===== src/rtl/hilo_pkg.sv =====
// Shared types for the HI/LO sequencer: op encodings, FSM states, divide-by-zero constant.
// Optional multiply-accumulate ops are enabled by defining HILO_MACC_EN (Op widens to 4 bits).
package hilo_pkg;

`ifdef HILO_MACC_EN
  localparam int OP_W = 4;
  typedef enum logic [OP_W-1:0] {
    MULT, MULTU, DIV, DIVU, MTHI, MTLO, MFHI, MFLO,
    MADD, MADDU, MSUB, MSUBU
  } hilo_op_t;
`else
  localparam int OP_W = 3;
  typedef enum logic [OP_W-1:0] {
    MULT, MULTU, DIV, DIVU, MTHI, MTLO, MFHI, MFLO
  } hilo_op_t;
`endif

  typedef enum logic [1:0] {
    IDLE, MUL_WAIT, DIV_RUN, DIV_FIX
  } hilo_state_t;

  localparam logic [31:0] DIV0_LO = 32'hFFFF_FFFF;

  function automatic logic [31:0] cneg(input logic [31:0] v, input logic n);
    return n ? -v : v;
  endfunction

  function automatic logic [31:0] abs32(input logic [31:0] v);
    return cneg(v, v[31]);
  endfunction

endpackage


===== src/rtl/div_iter.sv =====
// Unsigned restoring divider core: load, then one quotient bit per step; W steps per divide.
// No backpressure: the owner pulses load once and asserts step for exactly W cycles.
module div_iter #(
  parameter int W = 32
) (
  input  logic         clk,
  input  logic         nrst,
  input  logic         load,
  input  logic         step,
  input  logic [W-1:0] dividend,
  input  logic [W-1:0] divisor,
  output logic [W-1:0] quotient,
  output logic [W-1:0] remainder
);

  logic [W-1:0] quo;
  logic [W-1:0] rem;
  logic [W-1:0] dvs;
  logic [W:0]   shifted;
  logic [W:0]   diff;

  // Top bit of diff is the borrow: set when the trial subtraction fails.
  always_comb begin
    shifted = {rem, quo[W-1]};
    diff    = shifted - {1'b0, dvs};
  end

  always_ff @(posedge clk) begin
    if (!nrst) begin
      quo <= '0;
      rem <= '0;
      dvs <= '0;
    end else if (load) begin
      quo <= dividend;
      rem <= '0;
      dvs <= divisor;
    end else if (step) begin
      if (!diff[W]) begin
        rem <= diff[W-1:0];
        quo <= {quo[W-2:0], 1'b1};
      end else begin
        rem <= shifted[W-1:0];
        quo <= {quo[W-2:0], 1'b0};
      end
    end
  end

  assign quotient  = quo;
  assign remainder = rem;

endmodule


===== src/rtl/hilo_sequencer.sv =====
// HI/LO owner for EX: MUL busy MUL_LAT cycles, DIV busy DIV_ITER+1, MT*/MF* single-cycle.
// Stall = Start & Busy; EX holds the op until it is accepted. HILO_MACC_EN adds MADD/MSUB.
module hilo_sequencer
  import hilo_pkg::*;
#(
  parameter int MUL_LAT  = 2,
  parameter int DIV_ITER = 32
) (
  input  logic            clk,
  input  logic            nrst,
  input  logic            Start,
  input  logic [OP_W-1:0] Op,
  input  logic [31:0]     A,
  input  logic [31:0]     B,
  input  logic [63:0]     MULout,
  output logic [31:0]     MulA,
  output logic [31:0]     MulB,
  output logic            MulSign,
  output logic [31:0]     Out,
  output logic            OutValid,
  output logic            Stall,
  output logic            Busy,
  output logic [31:0]     HI,
  output logic [31:0]     LO
);

  localparam int CNT_MAX = (MUL_LAT > DIV_ITER) ? MUL_LAT : DIV_ITER;
  localparam int CNT_W   = $clog2(CNT_MAX + 1);

  hilo_state_t      state, state_nxt;
  hilo_op_t         op;
  logic [CNT_W-1:0] cnt;

  logic acc_mul, acc_div, wr_hi, wr_lo, rd;
  logic mul_done, div_step, div_done;

  logic [31:0] a_sav;
  logic        div_zero, neg_q, neg_r;
  logic [31:0] quo, rem;
  logic [31:0] dvd_in, dvs_in;
  logic [63:0] mul_res;

`ifdef HILO_MACC_EN
  logic macc_add, macc_sub;
`endif

  always_comb begin
    op        = hilo_op_t'(Op);
    state_nxt = state;
    acc_mul   = 1'b0;
    acc_div   = 1'b0;
    wr_hi     = 1'b0;
    wr_lo     = 1'b0;
    rd        = 1'b0;
    mul_done  = 1'b0;
    div_step  = 1'b0;
    div_done  = 1'b0;
    case (state)
      IDLE: begin
        if (Start) begin
          case (op)
            MULT, MULTU: begin
              acc_mul   = 1'b1;
              state_nxt = MUL_WAIT;
            end
`ifdef HILO_MACC_EN
            MADD, MADDU, MSUB, MSUBU: begin
              acc_mul   = 1'b1;
              state_nxt = MUL_WAIT;
            end
`endif
            DIV, DIVU: begin
              acc_div   = 1'b1;
              state_nxt = DIV_RUN;
            end
            MTHI:       wr_hi = 1'b1;
            MTLO:       wr_lo = 1'b1;
            MFHI, MFLO: rd    = 1'b1;
            default:    ;
          endcase
        end
      end
      MUL_WAIT: begin
        if (cnt == CNT_W'(1)) begin
          mul_done  = 1'b1;
          state_nxt = IDLE;
        end
      end
      DIV_RUN: begin
        div_step = 1'b1;
        if (cnt == CNT_W'(1)) state_nxt = DIV_FIX;
      end
      DIV_FIX: begin
        div_done  = 1'b1;
        state_nxt = IDLE;
      end
      default: state_nxt = IDLE;
    endcase
  end

  assign Busy     = (state != IDLE);
  assign Stall    = Start & Busy;
  assign OutValid = rd;
  assign Out      = rd ? ((op == MFHI) ? HI : LO) : 32'h0;

  always_ff @(posedge clk) begin
    if (!nrst) state <= IDLE;
    else       state <= state_nxt;
  end

  always_ff @(posedge clk) begin
    if (!nrst) begin
      cnt <= '0;
    end else if (acc_mul) begin
      cnt <= CNT_W'(MUL_LAT);
    end else if (acc_div) begin
      cnt <= CNT_W'(DIV_ITER);
    end else if (state == MUL_WAIT || state == DIV_RUN) begin
      cnt <= cnt - CNT_W'(1);
    end
  end

  // The core only sees magnitudes; signs are restored in DIV_FIX.
  assign dvd_in = (op == DIV) ? abs32(A) : A;
  assign dvs_in = (op == DIV) ? abs32(B) : B;

  div_iter #(.W(32)) u_div (
    .clk       (clk),
    .nrst      (nrst),
    .load      (acc_div),
    .step      (div_step),
    .dividend  (dvd_in),
    .divisor   (dvs_in),
    .quotient  (quo),
    .remainder (rem)
  );

`ifdef HILO_MACC_EN
  assign mul_res = macc_sub ? ({HI, LO} - MULout) :
                   macc_add ? ({HI, LO} + MULout) : MULout;
`else
  assign mul_res = MULout;
`endif

  always_ff @(posedge clk) begin
    if (!nrst) begin
      HI       <= '0;
      LO       <= '0;
      MulA     <= '0;
      MulB     <= '0;
      MulSign  <= 1'b0;
      a_sav    <= '0;
      div_zero <= 1'b0;
      neg_q    <= 1'b0;
      neg_r    <= 1'b0;
`ifdef HILO_MACC_EN
      macc_add <= 1'b0;
      macc_sub <= 1'b0;
`endif
    end else begin
      if (acc_mul) begin
        MulA <= A;
        MulB <= B;
`ifdef HILO_MACC_EN
        MulSign  <= (op == MULT) || (op == MADD) || (op == MSUB);
        macc_add <= (op == MADD) || (op == MADDU);
        macc_sub <= (op == MSUB) || (op == MSUBU);
`else
        MulSign <= (op == MULT);
`endif
      end
      if (acc_div) begin
        a_sav    <= A;
        div_zero <= (B == 32'h0);
        neg_q    <= (op == DIV) && (A[31] ^ B[31]);
        neg_r    <= (op == DIV) && A[31];
      end
      if (wr_hi) HI <= A;
      if (wr_lo) LO <= A;
      if (mul_done) {HI, LO} <= mul_res;
      // 0x8000_0000 / -1 falls out naturally: |q| = 0x8000_0000 negates to itself.
      if (div_done) begin
        if (div_zero) begin
          LO <= DIV0_LO;
          HI <= a_sav;
        end else begin
          LO <= cneg(quo, neg_q);
          HI <= cneg(rem, neg_r);
        end
      end
    end
  end

endmodule


===== config.mk =====
export PLATFORM = sky130hd
export DESIGN_NAME = hilo_sequencer
export DESIGN_NICKNAME = d
export VERILOG_FILES = /design/src/rtl/hilo_pkg.sv /design/src/rtl/div_iter.sv /design/src/rtl/hilo_sequencer.sv
export SDC_FILE = /design/constraint.sdc
export NUM_CORES = 1
export LEC_CHECK = 0
export CORE_MARGIN = 2
export CORE_UTILIZATION = 55
export DETAILED_ROUTE_END_ITERATION = 8
export GPL_TIMING_DRIVEN = 0
export PLACE_DENSITY = 0.83
export SETUP_SLACK_MARGIN = 0.3
export SLEW_MARGIN = 20
export SYNTH_ARGS = -nofsm -noshare
export SYNTH_HDL_FRONTEND = slang
export SYNTH_HIERARCHICAL = 1
export SYNTH_SLANG_ARGS = --single-unit

===== constraint.sdc =====
create_clock -name clk -period 8.9 [get_ports clk]
set_input_delay 1.335 -clock clk [delete_from_list [all_inputs] [get_ports clk]]
set_output_delay 1.335 -clock clk [all_outputs]
set_load 0.05 [all_outputs]

==> results.tsv <==
stage	metric	value	unit
cts	total CTS buffers	29	
hold_path	Hold Crit Class	flip-flop to flip-flop	
cells_and_area	final cell count without fillers	2934	
timing	fmax	0.169	GHz
synthesis	post-synthesis mux area share	0.0500	
timing	RSZ-0062 raised after global routing	no	
floorplanning	IO Count	298	
timing	Slew Limit Fails	0	
cells_and_area	area delta synth->final	26.1	%
timing	Slew HR	0.254	
cts	cts hold-fix bufs	0	
synthesis	Post-synth EDFFs	0	
grt	largest net degree at the start of global routing	15	
cts	Worst-Skew Late Latency	0.57	ns
synthesis	adder-cell area share of the yosys netlist	0.0331	
cells_and_area	Layout Utilization	0.703	
timing	clk_skew	0.0209	ns
worst_setup_path	crit path cell chain	clkdlybuf4s50_1 > clkbuf_1 > nand4_1 > clkbuf_1 > nor2_1 > clkdlybuf4s50_1	
worst_setup_path	Bufs and invs on worst path	4	
synthesis	#FFs+latches synth	268	
cts	# clock sinks	268	
timing	final setup vio count	0	
cts	Clock transition at path regs	0.06	ns
synthesis	cell with the most instances after synthesis	nand2_1	
synthesis	area leader, netlist	dfxtp_1	
floorplanning	starting density of the core	0.558	
synthesis	Synth Flop Type	dfxtp_1	
synthesis	Post-Syn Area per Cell	7.44	sq um
power_and_ir_drop	Clk pwr share	0.208	
synthesis	Synth warnings	6	
routing	DRC violations left	0	
worst_setup_path	Slowest cell on crit path	clkdlybuf4s50_1	
synthesis	Synth cell types	77	
floorplanning	core footprint	29600	sq um
grt	total global-route track usage	0.436	
grt	first-pass GRT wire length	103000	microns
synthesis	compound-cell area share of the yosys netlist	0.240	
synthesis	main combinational cell family by area after synthesis	compound AO/OA/AOI/OAI gates	
cts	H-Tree Level Count	1	
worst_setup_path	FF-to-FF path depth	13	
routing	Iter 0 DRT Violations	2252	
synthesis	Area contributors post-synth	dfxtp_1 (33%), nand2_1 (8.6%), a21oi_1 (7.1%), o21ai_0 (5.0%), mux2i_1 (4.8%)	
cts	TritonCTS clock tree	done	
flow_run	max_cap viols	0	
synthesis	cell count after synthesis	2215	
synthesis	Seq/Total Area, Yosys	0.325	
power_and_ir_drop	PD cells	308	nW/um^2
floorplanning	die height	177	microns
synthesis	Synth Area in XOR/XNOR	0.0770	
power_and_ir_drop	switch share	0.466	
power_and_ir_drop	total chip power	6400	uW
routing	routed vias/inst	6.33	
worst_setup_path	Critical Path Source	Op[2]	
power_and_ir_drop	P_int	3420	uW
grt	initial antenna violation count	0	
routing	post-route antenna net violation count	0	
power_and_ir_drop	peak supply drop	385	uV
grt	vias in the first global route	17196	
worst_setup_path	FF-to-FF setup slack	4.80	ns
cts	CTS-repair resized insts	0	
placement	dpl cells	2880	
worst_setup_path	worst setup path category	primary input to primary output	
timing	Slew @ Worst Pin	1.11	ns
synthesis	commonest cells in the synthesized netlist	nand2_1 (377), dfxtp_1 (268), a21oi_1 (233)	
timing	fin crit period	5.91	ns
worst_setup_path	Worst R2R End	u_div/remainder[24]	
worst_setup_path	CP delay by family, top	buffers and inverters	
worst_setup_path	Worst EP arrival	4.57	ns
floorplanning	Die ar.	31400	sq um
routing	Wirelength per Cell	24.2	microns
placement	post-detail-place hpwl	55000	microns
cts	root buf cell	clkbuf_16	
worst_setup_path	Worst Setup EP	Out[9]	
placement	dpl ws	3.09	ns
worst_setup_path	CP Max Fanout	10	
synthesis	syn_nets	2392	
power_and_ir_drop	Comb pwr share	0.542	
hold_path	hold depth	2	
worst_setup_path	Slowest Stage Delay on Critical Path	0.89	ns
synthesis	asr flop ratio synth	0	
worst_setup_path	Worst path depth	6	
routing	total number of vias	18579	
worst_setup_path	Critical Path RT	7.57	ns
floorplanning	FP Rows	63	
power_and_ir_drop	Static Leak	0.00738	uW
power_and_ir_drop	Reg power frac	0.250	
synthesis	Post-Synth Simple-Gate Area	0.218	
cells_and_area	layout cell share with drive strength beyond 1	0.0366	
outcome	status	finished clean	
grt	gr ovfl total	0	
routing	WL final	71100	microns
worst_setup_path	CP Capture Type	primary output	
timing	setup TNS	0	ns
cts	post-CTS setup buffers	0	
timing	Final WS setup	2.99	ns
cells_and_area	Layout Nets	2699	
placement	Port Buffers	275	
cells_and_area	Diodes inserted	0	
worst_setup_path	kind of start point of the critical path	primary input	
worst_setup_path	R2R Path Start	state[0]	
power_and_ir_drop	P_sw	2980	uW
synthesis	Cell Area, Synth	16500	sq um
timing	Fin. Hold Viols	0	
placement	routability-driven placement congestion ratio	1.05	
cells_and_area	fillers	2550	
timing	period utilization	0.664	
synthesis	top-area cell type share of the netlist area	0.325	
routing	drt pass-1 iters	6	
floorplanning	die width	177	microns
cts	Max clock buf depth	3	
==> worst min-delay path, delay by kind of cell (launching register included) <==
kind               cells  cell delay, ns
DFF                    1            0.31
AOI/OAI and AO/OA      1            0.05
and+or+nand+nor        1            0.05
==> power groups by stage <==
| stage | Clock (uW) | Combinational [uW] | Sequential [uW] |
|---|---|---|---|
| after detailed placement | 0 | 3350 | 1610 |
| after global routing | 1370 | 3740 | 1620 |
| after CTS | 1320 | 3370 | 1590 |
| after floorplan | 0 | 2230 | 1760 |
| after global placement | 0 | 3290 | 1600 |
| final | 1330 | 3470 | 1600 |
==> state kept, by name (all words and copies together), names as in the netlist <==
| signal | count |
|---|---|
| HI | 32 |
| LO | 32 |
| MulA | 32 |
| MulB | 32 |
| MulSign | 1 |
| a_sav | 32 |
| cnt | 6 |
| div_zero | 1 |
| neg_q | 1 |
| neg_r | 1 |
| state | 2 |
| u_div/dvs | 32 |
| u_div/quotient | 32 |
| u_div/remainder | 32 |
==> metrics by stage <==
step	area (sq um)	hold WS, ns
2_1_floorplan	16500	0.433
3_3_place_gp	19700	0.438
3_5_place_dp	19700	0.447
4_1_cts	20800	0.455
5_1_grt	20800	0.472
6_report	20800	0.455
==> final cells by class <==
class / count / area [sq um] / area share
clock buffer: 38 / 840 / 0.0404
inverter: 69 / 259 / 0.0125
multi-input combinational: 1709 / 10200 / 0.490
timing repair buffer: 276 / 2760 / 0.133
sequential: 268 / 5370 / 0.258
buffer: 169 / 678 / 0.0326
tap: 390 / 488 / 0.0235
clock inverter: 15 / 211 / 0.0102
==> cell usage in the layout, fill, tap and decap left out, types with 35 or more instances in the layout <==
cell / Yosys / final
xnor2_1: 77 / 77
o21ai_0: 166 / 166
a31oi_1: 38 / 38
mux2i_1: 79 / 79
clkbuf_1: 142 / 143
nor2_1: 154 / 154
dfxtp_1: 268 / 268
xor2_1: 68 / 68
o22ai_1: 47 / 47
inv_1: 66 / 66
nor2b_1: 43 / 43
clkdlybuf4s50_1: 0 / 275
nand3_1: 35 / 35
a21oi_1: 233 / 233
and2_1: 38 / 38
nand2_1: 377 / 377
ha_1: 42 / 42
==> layer usage <==
metal | up-vias | global-route usage | part of all wire
li1 | 8427 | - | -
met1 | 8617 | 0.517 | 0.37
met2 | 1232 | 0.679 | 0.43
met3 | 303 | 0.110 | 0.12
met4 | 0 | 0.327 | 0.086
met5 | - | 0 | 0
==> cell families after synthesis <==
| family | after synthesis |
|---|---|
| DFF | 268 |
| adders and majority gates | 43 |
| AOI/OAI and AO/OA | 657 |
| xor gates and xnor gates | 145 |
| buffers and inverters | 238 |
| muxes | 82 |
| and+or+nand+nor | 782 |
==> worst min-delay path by stage <==
stage,startpoint,end,slack (ns)
floorplan,a_sav[9],a_sav[9],0.43
global placement,a_sav[9],a_sav[9],0.44
detailed placement,a_sav[2],a_sav[2],0.45
CTS,a_sav[2],a_sav[2],0.46
global route,a_sav[18],a_sav[18],0.47
finish,a_sav[0],a_sav[0],0.45
Power figures use the tool's default switching activity.
==> variant, RTL diff (same flow settings) <==
Add a define of `HILO_MACC_EN`.
--- a/src/rtl/hilo_pkg.sv
+++ b/src/rtl/hilo_pkg.sv
@@ -1,5 +1,7 @@
 // Shared types for the HI/LO sequencer: op encodings, FSM states, divide-by-zero constant.
 // Optional multiply-accumulate ops are enabled by defining HILO_MACC_EN (Op widens to 4 bits).
+`define HILO_MACC_EN
+
 package hilo_pkg;
 
 `ifdef HILO_MACC_EN
Ports: changed (resized Op); port bits go from 298 to 299. The function was not compared with the original's and may differ.
==> variant against the unedited design <==
Combinational power up 34%; critical path depth grew 1; total power up 20%; sequential cell count rose by 2; setup slack worse by 0.041 ns; final area increased by 47%; wire length up 77%; highest routed layer is now met5; synthesized cell count up 65%; area after synthesis increased by 58%; core utilization is 4.6 points lower; worst hold slack better by 0.0062 ns.
==> variant: results (changes against the unedited design) <==
status: finished clean
final RePlAce weighted congestion: 1.07 (+2.3%)
Net Count, Synth: 3,955 (+65%)
register area share after synthesis: 20.8% (-12 points)
r2r setup slk: 4.35 ns (-0.45 ns)
final WL: 126,000 um (+77%)
Post-synth ARST share: 0% (unchanged)
Critical Path End: Out[28]
first-pass GRT wire length: 183,000 um (+76%)
Clock Latency Late Sink: 0.60 ns (+0.03 ns)
fin nets: 4,269 (+58%)
Leak Pwr: 11.6 nW (+58%)
Critical R2R Capture: HI[26]
Port Buffer Count: 281 (+2.2%)
reg2reg start: LO[2]
via count of the first global-routing pass: 28,700 (+67%)
Synth area leaders: dfxtp_1, ha_1, nand2_1
clk_skew: 0.0191 ns (-0.00181 ns)
Layout fillers: 3,967 (+56%)
CTS Buf Count: 31 (+6.9%)
initial antenna violation count: 5 (+5)
via density per instance: 6.78 (+7.1%)
Unique masters post-synth: 103 (+34%)
commonest cells in the netlist: nand2_1, a21oi_1, nor2_1
grt met3 use: 13.8% (+2.8 points)
pin count of the biggest net entering global routing: 15 (unchanged)
DR pass1 iterations: 7 (+1)
Slew HR: 19.0% (-6.4 points)
met1 usage: 61.7% (+10 points)
Worst Setup SP: Op[0]
Longest Clk Path Bufs: 3 (unchanged)
Post-CTS Setup Bufs: 0 (unchanged)
Total GRT Usage: 48.6% (+5.0 points)
fraction of layout cells with a size suffix above 1: 3.54% (-0.12 points)
initial drt markers: 4,683 (+110%)
crit path DAT: 4.61 ns (+0.04 ns)
Worst R2R Path Depth: 13 (unchanged)
Peak VDD IR: 0.000205 V (-47%)
HPWL after DPL: 97,500 um (+77%)
met2 Use GR: 71.9% (+4.0 points)
-- variant: area by class of cell --
type                            count  share of cell area (%)
Multi-Input combinational cell   2935                    61.6
Sequential cell                   270                    17.7
Timing Repair Buffer              281                    9.19
Buffer                            245                    3.18
Clock buffer                       40                    2.87
Tap cell                          607                    2.48
Inverter                          198                    2.43
Clock inverter                     15                   0.548
Antenna cell                        4                  0.0327
-- variant: how the worst min path moves through the flow --
| stage | end | slack, ns | startpoint | cells past startpoint |
|---|---|---|---|---|
| 2_1_floorplan | a_sav[2] | 0.44 | a_sav[2] | 2 |
| 3_3_place_gp | MulB[29] | 0.45 | MulB[29] | 2 |
| 3_5_place_dp | a_sav[25] | 0.45 | a_sav[25] | 2 |
| 4_1_cts | a_sav[25] | 0.46 | a_sav[25] | 2 |
| 5_1_grt | a_sav[22] | 0.49 | a_sav[22] | 2 |
| 6_report | a_sav[17] | 0.46 | a_sav[17] | 2 |
-- variant: per-layer routing --
metal / up-vias / routed length [um]
met5: - / 36
met4: 6 / 10100
met3: 603 / 17800
met2: 2498 / 50900
met1: 14400 / 47100
li1: 13600 / -
-- variant: cells by family after synthesis --
kind of cell / after synthesis / share of synthesized area [%]
mux: 99 / 3.85
buf+inv: 443 / 6.61
fa+ha+maj: 172 / 8.37
xor+xnor: 247 / 8.33
compound gates: 1170 / 29.5
flops: 270 / 20.8
simple gates: 1247 / 22.6
-- variant: worst max-delay path, cell delays in order --
cell             delay [ns]
clkdlybuf4s50_1        0.60
clkbuf_1               0.58
nand3b_1               0.43
clkbuf_1               0.38
nor2_1                 0.08
nor3_1                 0.33
clkdlybuf4s50_1        0.87
-- variant: where the power goes --
group	switching [mW]	total [mW]	internal (mW)
Combinational	3.05	4.65	1.61
Sequential	0.328	1.69	1.37
Clock	0.579	1.36	0.781
-- variant: through the flow --
step / power, mW / std cells / cell area, um^2 / setup slack, ns
final: 7.71 / 4595 / 30600 / 2.95
after global routing: 8.02 / 4591 / 30600 / 2.91
after CTS: 7.46 / 4591 / 30600 / 3.05
after detailed placement: 6.10 / 4536 / 29600 / 3.07
after global placement: 6.05 / 4536 / 29600 / 3.07
after floorplan: 4.77 / 3648 / 26000 / 4.30
